--- config.mk ---
export PLATFORM = sky130hd
export DESIGN_NAME = mux_rr_n
export DESIGN_NICKNAME = d
export VERILOG_FILES = /design/src/rtl/mux_rr_n.sv
export SDC_FILE = /design/constraint.sdc
export NUM_CORES = 1
export LEC_CHECK = 0
export BUFFER_PORTS_ARGS = -buffer_cell sky130_fd_sc_hd__buf_4
export CORE_MARGIN = 3
export CORE_UTILIZATION = 45
export DETAILED_ROUTE_END_ITERATION = 16
export GPL_TIMING_DRIVEN = 0
export PLACE_DENSITY = 0.83
export SYNTH_ARGS = -nofsm -noshare
export SYNTH_HDL_FRONTEND = slang
export SYNTH_SLANG_ARGS = --single-unit
--- constraint.sdc ---
create_clock -name clk -period 3.4 [get_ports clk]
set_clock_uncertainty 0.15 [all_clocks]
set_input_delay 0.51 -clock clk [delete_from_list [all_inputs] [get_ports clk]]
set_output_delay 0.51 -clock clk [all_outputs]
set_load 0.02 [all_outputs]
--- src/rtl/mux_rr_n.sv ---
// N:1 valid/ready merge with a registered output stage.
// An internal round-robin or fixed-priority arbiter picks the channel.
module mux_rr_n #(
  parameter int unsigned N    = 4,
  parameter int unsigned W    = 8,
  parameter int unsigned MODE = 0,
  localparam int unsigned SW  = (N > 1) ? $clog2(N) : 1
) (
  input  logic              clk,
  input  logic              rst,
  input  logic [N*W-1:0]    in_data,
  input  logic [N-1:0]      in_valid,
  output logic [N-1:0]      in_ready,
  output logic [W-1:0]      out_data,
  output logic              out_valid,
  input  logic              out_ready,
  output logic [SW-1:0]     out_sel
);

  logic [W-1:0]  out_data_q, out_data_d;
  logic          out_valid_q, out_valid_d;
  logic [SW-1:0] out_sel_q, out_sel_d;
  logic [SW-1:0] ptr_q, ptr_d;

  logic          has_grant;
  logic [SW-1:0] grant;
  logic [SW:0]   rr_idx;
  logic [W-1:0]  grant_data;
  logic          load;
  logic          xfer;

  // Arbiter: scan downward so the first candidate in scan order is the last one written.
  always_comb begin
    has_grant = 1'b0;
    grant     = '0;
    rr_idx    = '0;
    if (MODE == 0) begin
      for (int k = int'(N) - 1; k >= 0; k--) begin
        rr_idx = {1'b0, ptr_q} + (SW+1)'(k);
        if (rr_idx >= (SW+1)'(N)) begin
          rr_idx = rr_idx - (SW+1)'(N);
        end
        if (in_valid[SW'(rr_idx)]) begin
          has_grant = 1'b1;
          grant     = SW'(rr_idx);
        end
      end
    end else begin
      for (int k = int'(N) - 1; k >= 0; k--) begin
        if (in_valid[k]) begin
          has_grant = 1'b1;
          grant     = SW'(k);
        end
      end
    end
  end

  // Handshake and next-state for the output register and pointer.
  always_comb begin
    grant_data  = '0;
    in_ready    = '0;
    out_data_d  = out_data_q;
    out_valid_d = out_valid_q;
    out_sel_d   = out_sel_q;
    ptr_d       = ptr_q;

    load = !out_valid_q || out_ready;
    xfer = has_grant && load && !rst;

    for (int i = 0; i < int'(N); i++) begin
      if (grant == SW'(i)) begin
        grant_data = in_data[i*W +: W];
      end
      in_ready[i] = xfer && (grant == SW'(i));
    end

    if (xfer) begin
      out_data_d  = grant_data;
      out_sel_d   = grant;
      out_valid_d = 1'b1;
      if (MODE == 0) begin
        // Explicit compare keeps the wrap correct for non-power-of-two N.
        ptr_d = (grant == SW'(N - 1)) ? '0 : grant + SW'(1);
      end
    end else if (out_valid_q && out_ready) begin
      out_valid_d = 1'b0;
    end
  end

  always_ff @(posedge clk) begin
    if (rst) begin
      out_data_q  <= '0;
      out_valid_q <= 1'b0;
      out_sel_q   <= '0;
      ptr_q       <= '0;
    end else begin
      out_data_q  <= out_data_d;
      out_valid_q <= out_valid_d;
      out_sel_q   <= out_sel_d;
      ptr_q       <= ptr_d;
    end
  end

  assign out_data  = out_data_q;
  assign out_valid = out_valid_q;
  assign out_sel   = out_sel_q;

endmodule
# Yosys cells after proc, flatten, opt, wreduce, memory -nomap -nowiden
# Index checks and enable logic that the tools add are counted.
[op_classes] addsub=8 mux=27 order_cmp=8 reduce_logical=12 n_eq_ne=3
[ops] operator="8-bit two-way mux" n=4
[ops] operator="2-bit two-way mux" n=9
[ops] operator="2-bit by 3-bit less-than comparator with 1-bit output, second input constant" n=4
[ops] operator="1-bit two-way mux" n=10
[ops] operator="3-bit greater-or-equal comparator, second input constant" n=3
[ops] operator="1-bit binary-select mux with 2-bit select" n=4
[ops] operator="2-bit by 1-bit subtractor with 2-bit output, second input constant" n=4
[ops] operator="1-bit logical AND" n=7
[ops] operator="2-bit by 2-bit adder with 3-bit output, second input constant" n=2
[ops] operator="2-bit == test, second input constant" n=2
[ops] operator="2-bit by 1-bit adder with 3-bit output, second input constant" n=1
[ops] operator="2-bit by 3-bit greater-or-equal comparator with 1-bit output, second input constant" n=1
[ops] operator="2-bit by 1-bit adder with 2-bit output, second input constant" n=1
[ops] operator="2-bit by 1-bit == test with 1-bit output, second input constant" n=1
[ops] operator="1-bit logical NOT" n=2
[ops] operator="2-bit logical NOT" n=1
[ops] operator="2-bit nonzero test" n=1
[ops] operator="1-bit logical OR" n=1
[word_totals] inputBits=39 register_bits=13 word_cells=62 output_inout_bits=15

# Depth between registers and ports, before layout
[depth] word_depth=14 mapped_depth=11 depth_no_buf=9

# Worst setup path after synthesis
# OpenSTA, ideal clock, no wires.
[synth_timing] path_kind="input -> output" from="input in_valid[2]" to="output in_ready[3]" t_arrival_ns=1.934 slack_ns=0.806 stages=7 required_ns=2.740 path_cell_list="mux2i_1 nor2_1 nor3_2 ha_1 clkbuf_1 clkbuf_1 and2_1"
[synth_via] word_cells_on_any_way=20 classes_between="eq/ne (1); mux (16); reduce/logical (3)"
[synth_lines] element="start: declaration" line_no="12" text="input logic [N-1:0] in_valid,"
[synth_lines] element="1-bit binary-select mux with 2-bit select" line_no="43" text="if (in_valid[SW'(rr_idx)]) begin"
[synth_lines] element="1-bit two-way mux (not written as such)" line_no="43"
[synth_lines] element="2-bit two-way mux (3 in a row)" line_no="43"
[synth_lines] element="2-bit two-way mux (*)" line_no="43"
[synth_lines] element="via grant[0]" line_no="26" text="logic [SW-1:0] grant;"
[synth_lines] element="2-bit == test (*)" line_no="74" text="in_ready[i] = xfer && (grant == SW'(i));"
[synth_lines] element="1-bit logical AND (*)" line_no="74"
[synth_lines] element="end: declaration" line_no="13" text="output logic [N-1:0] in_ready,"
# The timed path passes the listed nets; every way through them passes the cells marked *. The select of a mux whose other input is x is not followed.

# Worst setup path in the final report
[layout_timing] from="register ptr_q[1]" to="output in_ready[3]"
[layout_via] word_cells_on_any_way=35 classes_between="add/sub (7); order compare (4); eq/ne (1); mux (20); reduce/logical (3)"
[layout_lines] element="start: declaration" line_no="23" text="logic [SW-1:0] ptr_q, ptr_d;"
[layout_lines] element="start signal: assignment" line_no="100" text="ptr_q <= ptr_d;"
[layout_lines] element="2-bit by 2-bit adder with 3-bit output" line_no="39" text="rr_idx = {1'b0, ptr_q} + (SW+1)'(k);"
[layout_lines] element="3-bit greater-or-equal comparator or 2-bit by 1-bit subtractor with 2-bit output (tied branches)" line_no="40, 41"
[layout_lines] element="2-bit two-way mux" line_no="40" text="if (rr_idx >= (SW+1)'(N)) begin"
[layout_lines] element="1-bit binary-select mux with 2-bit select" line_no="43"
[layout_lines] element="1-bit two-way mux (not written as such)" line_no="43"
[layout_lines] element="2-bit two-way mux (3 in a row)" line_no="43"
[layout_lines] element="2-bit two-way mux (*)" line_no="43"
[layout_lines] element="via grant[0]" line_no="26"
[layout_lines] element="2-bit == test (*)" line_no="74"
[layout_lines] element="1-bit logical AND (*)" line_no="74"
# Marks and branches as above.

==> flow_metrics.py <==
metrics = {
    "detailed_routing": {
        "drcViolationCount": 0,
        "vias": 1015,
        "wire_per_inst_um": 13.6,
        "viasPerCell": 5.34,
        "drt-initial-drc-count": 37,
        "drt-total-wl_um": 2580,
        "drt-pass1-iter-count": 4,
        "ant_nets": 0,
    },
    "clocking": {
        "cts_made_buffers": 3,
        "root_buffer": "clkbuf_4",
        "clock-sinks": 13,
        "clkSlewWorstSetupHoldPaths_ns": 0.08,
        "ctsLongestPathBuffers": 2,
        "cts_hold_buf": 0,
        "worstSkewPairLatency_ns": 0.27,
        "h-tree-depth": 1,
        "cts_tree": "done",
    },
    "place": {
        "hpwl_um": 1970,
        "port-buffer-count": 53,
        "place_area_mm2": 0.00131,
        "place.gp.congestion": 0.788,
    },
    "pwr": {
        "power_leakage_nw": 0.660,
        "combPwrFrac": 0.471,
        "clock_power_share": 0.178,
        "p_switching_w": 0.000203,
        "cellPowerDensity_mw_per_mm2": 411,
        "p_seq_frac": 0.351,
        "ir_worst_vdd_mv": 0.322,
        "netSwitchingFraction": 0.368,
        "internal-power_w": 0.000348,
    },
    "setup_path": {
        "critical_path.max_fanout": 10,
        "crit_family": "buffers and inverters",
        "crit_type": "reg2out",
        "timing.critical_path.from_type": "register",
        "slowest_stage": "dfxtp_1",
        "slowest_delay_ns": 0.43,
        "required_ns": 2.74,
        "arrival_ns": 2.46,
        "path_cells": "mux2i_1 > nor2_1 > nor3_2 > ha_1 > clkbuf_1 > clkbuf_2 > and2_1 > buf_4",
        "reg2reg_depth": 11,
        "timing.rr.start": "ptr_q[1]$_SDFFE_PP0P_",
        "ff2ff_setup_slack_ns": 0.84,
        "reg2reg_to": "out_data[0]$_SDFFE_PP0P_",
        "cp-end-kind": "output port",
        "cp_num_buf_inv": 3,
    },
    "die": {
        "start_util": 0.495,
        "die_h_um": 50.3,
        "core_area_mm2": 0.00178,
        "rows": 15,
        "chipWidth_um": 50.3,
        "ios": 54,
        "dieArea_mm2": 0.00253,
    },
    "synthesis": {
        "ys_seq_elements": 13,
        "synth.top_cell.area_share": 0.295,
        "synth_fp_nets": 151,
        "yosysWarnings": 0,
        "synth_top_family_by_area": "compound AO/OA/AOI/OAI gates",
        "synth-simple-area-share": 0.189,
        "synth_compound_area_frac": 0.342,
        "synth_edf_count": 0,
        "avgSynthCellArea_um2": 8.17,
        "ys_seq_area_frac": 0.295,
        "synth_xor_area_frac": 0,
        "synth_top_area_cell": "dfxtp_1",
        "synth_cell_types": 30,
        "synthMuxAreaShare": 0.0227,
        "synthAdderAreaFrac": 0.0567,
        "ys_top_cells_by_area": "dfxtp_1, a211o_1, a221oi_1, a21oi_1, ha_1",
        "syn_inst": 108,
        "synthFlopType": "dfxtp_1",
        "syn-cell-area_um2": 882,
        "synthArstFlopShare": 0,
        "yosysMostFrequentCell": "dfxtp_1",
        "yosys-top-cells-count": "dfxtp_1, inv_1, nand2_1, a21oi_1",
    },
    "hold_path": {
        "hold_depth": 2,
        "hold_start": "rst",
        "hold_end": "ptr_q[0]$_SDFFE_PP0P_",
        "min_path_type": "in2reg",
    },
    "global_route": {
        "grt_pass1_vias": 929,
        "grt_first_pass_wirelength_um": 4040,
        "grt_use_total": 0.206,
        "grt_overflow": 0,
        "antenna_found_initial": 0,
        "grt_max_degree": 11,
    },
    "final_layout": {
        "n_antenna_cell": 0,
        "utilization": 0.751,
        "fillCellCount": 127,
        "area_delta_synth_final_pct": 51.8,
        "drive_gt1_frac": 0.406,
        "final_area_mm2": 0.00134,
        "nets": 209,
    },
    "sta": {
        "hold_viol_final": 0,
        "relSlewSlack": 0.697,
        "rsz0062_at_grt": "no",
        "setup_tns_ns": 0,
        "setup_viol_count_final": 0,
        "period_share": 0.918,
        "min_period_ns": 3.12,
        "worst_pin_slew_ns": 0.454,
        "fmaxAchievable_mhz": 321,
        "final-max-slew-violation-count": 0,
    },
    "job": {
        "max_cap_viol_count": 0,
    },
    "status": {
        "status": "complete, no violations",
    },
}
routing by layer:
| metal | part of all wire | wire length [um] | track usage | vias to the layer above |
|---|---|---|---|---|
| li1 | - | - | - | 507 |
| met1 | 0.42 | 1090 | 0.256 | 462 |
| met2 | 0.51 | 1310 | 0.359 | 44 |
| met3 | 0.069 | 177 | 0.0415 | 2 |
| met4 | 0.0039 | 10 | 0.0553 | 0 |
| met5 | 0 | 0 | 0 | - |
final cells by class:
cell class	count	area, um2	area share
multi-input combinational	76	538	0.402
timing repair buffer	53	398	0.297
sequential	13	260	0.194
inverter	12	45.0	0.0336
buffer	7	40.0	0.0299
tap	25	31.3	0.0234
clock buffer	4	26.3	0.0196
worst reg2reg max path: stages (launching register included):
cell	delay [ns]
dfxtp_1	0.43
mux2i_1	0.22
nor2_1	0.07
nor3_2	0.36
inv_1	0.13
ha_1	0.22
clkbuf_1	0.20
buf_2	0.24
a21oi_1	0.12
o21ai_0	0.09
a22oi_1	0.16
a21oi_1	0.08
cells by family (layout without fill, tap and decap cells):
group,count (synthesis),count (layout)
buffers and inverters,19,76
and+or+nand+nor,28,28
AOI/OAI and AO/OA,42,42
DFF,13,13
adders and majority gates,4,4
muxes,2,2
stage by stage:
| step | std cells | hold slack (ns) | power (W) | setup WS (ns) |
|---|---|---|---|---|
| after global placement | 186 | 0.296 | 0.000450 | 0.315 |
| after detailed placement | 186 | 0.307 | 0.000454 | 0.292 |
| after CTS | 190 | 0.278 | 0.000553 | 0.136 |
| after floorplan | 108 | 0.361 | 0.000351 | 0.806 |
| after global routing | 190 | 0.273 | 0.000581 | 0.111 |
| final | 190 | 0.284 | 0.000551 | 0.280 |
sequential cells by signal, indices dropped and copies added, names as in the netlist:
signal	count
out_valid	1
out_data	8
ptr_q	2
out_sel	2
repair_timing:
action / CTS / global route
setup endpoints to repair: 0 / 1
gates resized for setup: 0 / 2
buffers inserted: 0 / 0
cell usage in the layout, fill, tap and decap left out, types with 2 or more instances in the layout:
| cell type | count |
|---|---|
| buf_4 | 54 |
| inv_1 | 12 |
| a31oi_1 | 7 |
| a21oi_2 | 3 |
| clkbuf_1 | 4 |
| nor2b_1 | 2 |
| dfxtp_1 | 13 |
| and2_1 | 4 |
| nand2_1 | 12 |
| ha_1 | 4 |
| a221oi_1 | 7 |
| clkbuf_4 | 3 |
| nor2_1 | 4 |
| mux2i_1 | 2 |
| a211o_1 | 7 |
| a21oi_1 | 11 |
worst max path at each step:
| stage | from | end | slack [ns] | cells after the start |
|---|---|---|---|---|
| floorplan | in_valid[2] | in_ready[3] | 0.81 | 7 |
| finish | ptr_q[1]$_SDFFE_PP0P_ | in_ready[3] | 0.28 | 8 |
| global placement | in_valid[2] | in_ready[3] | 0.32 | 9 |
| global route | ptr_q[1]$_SDFFE_PP0P_ | in_ready[3] | 0.11 | 8 |
| CTS | ptr_q[1]$_SDFFE_PP0P_ | in_ready[3] | 0.14 | 8 |
| detailed placement | in_valid[2] | in_ready[3] | 0.29 | 9 |
power by group through the flow:
stage	clock network [W]	registers [W]	logic, W
floorplan	0	0.000220	0.000131
global placement	0	0.000195	0.000255
detailed placement	0	0.000196	0.000259
CTS	0.000101	0.000193	0.000259
global route	0.000107	0.000196	0.000278
finish	0.0000982	0.000193	0.000259
Power figures use the tool's default switching activity.
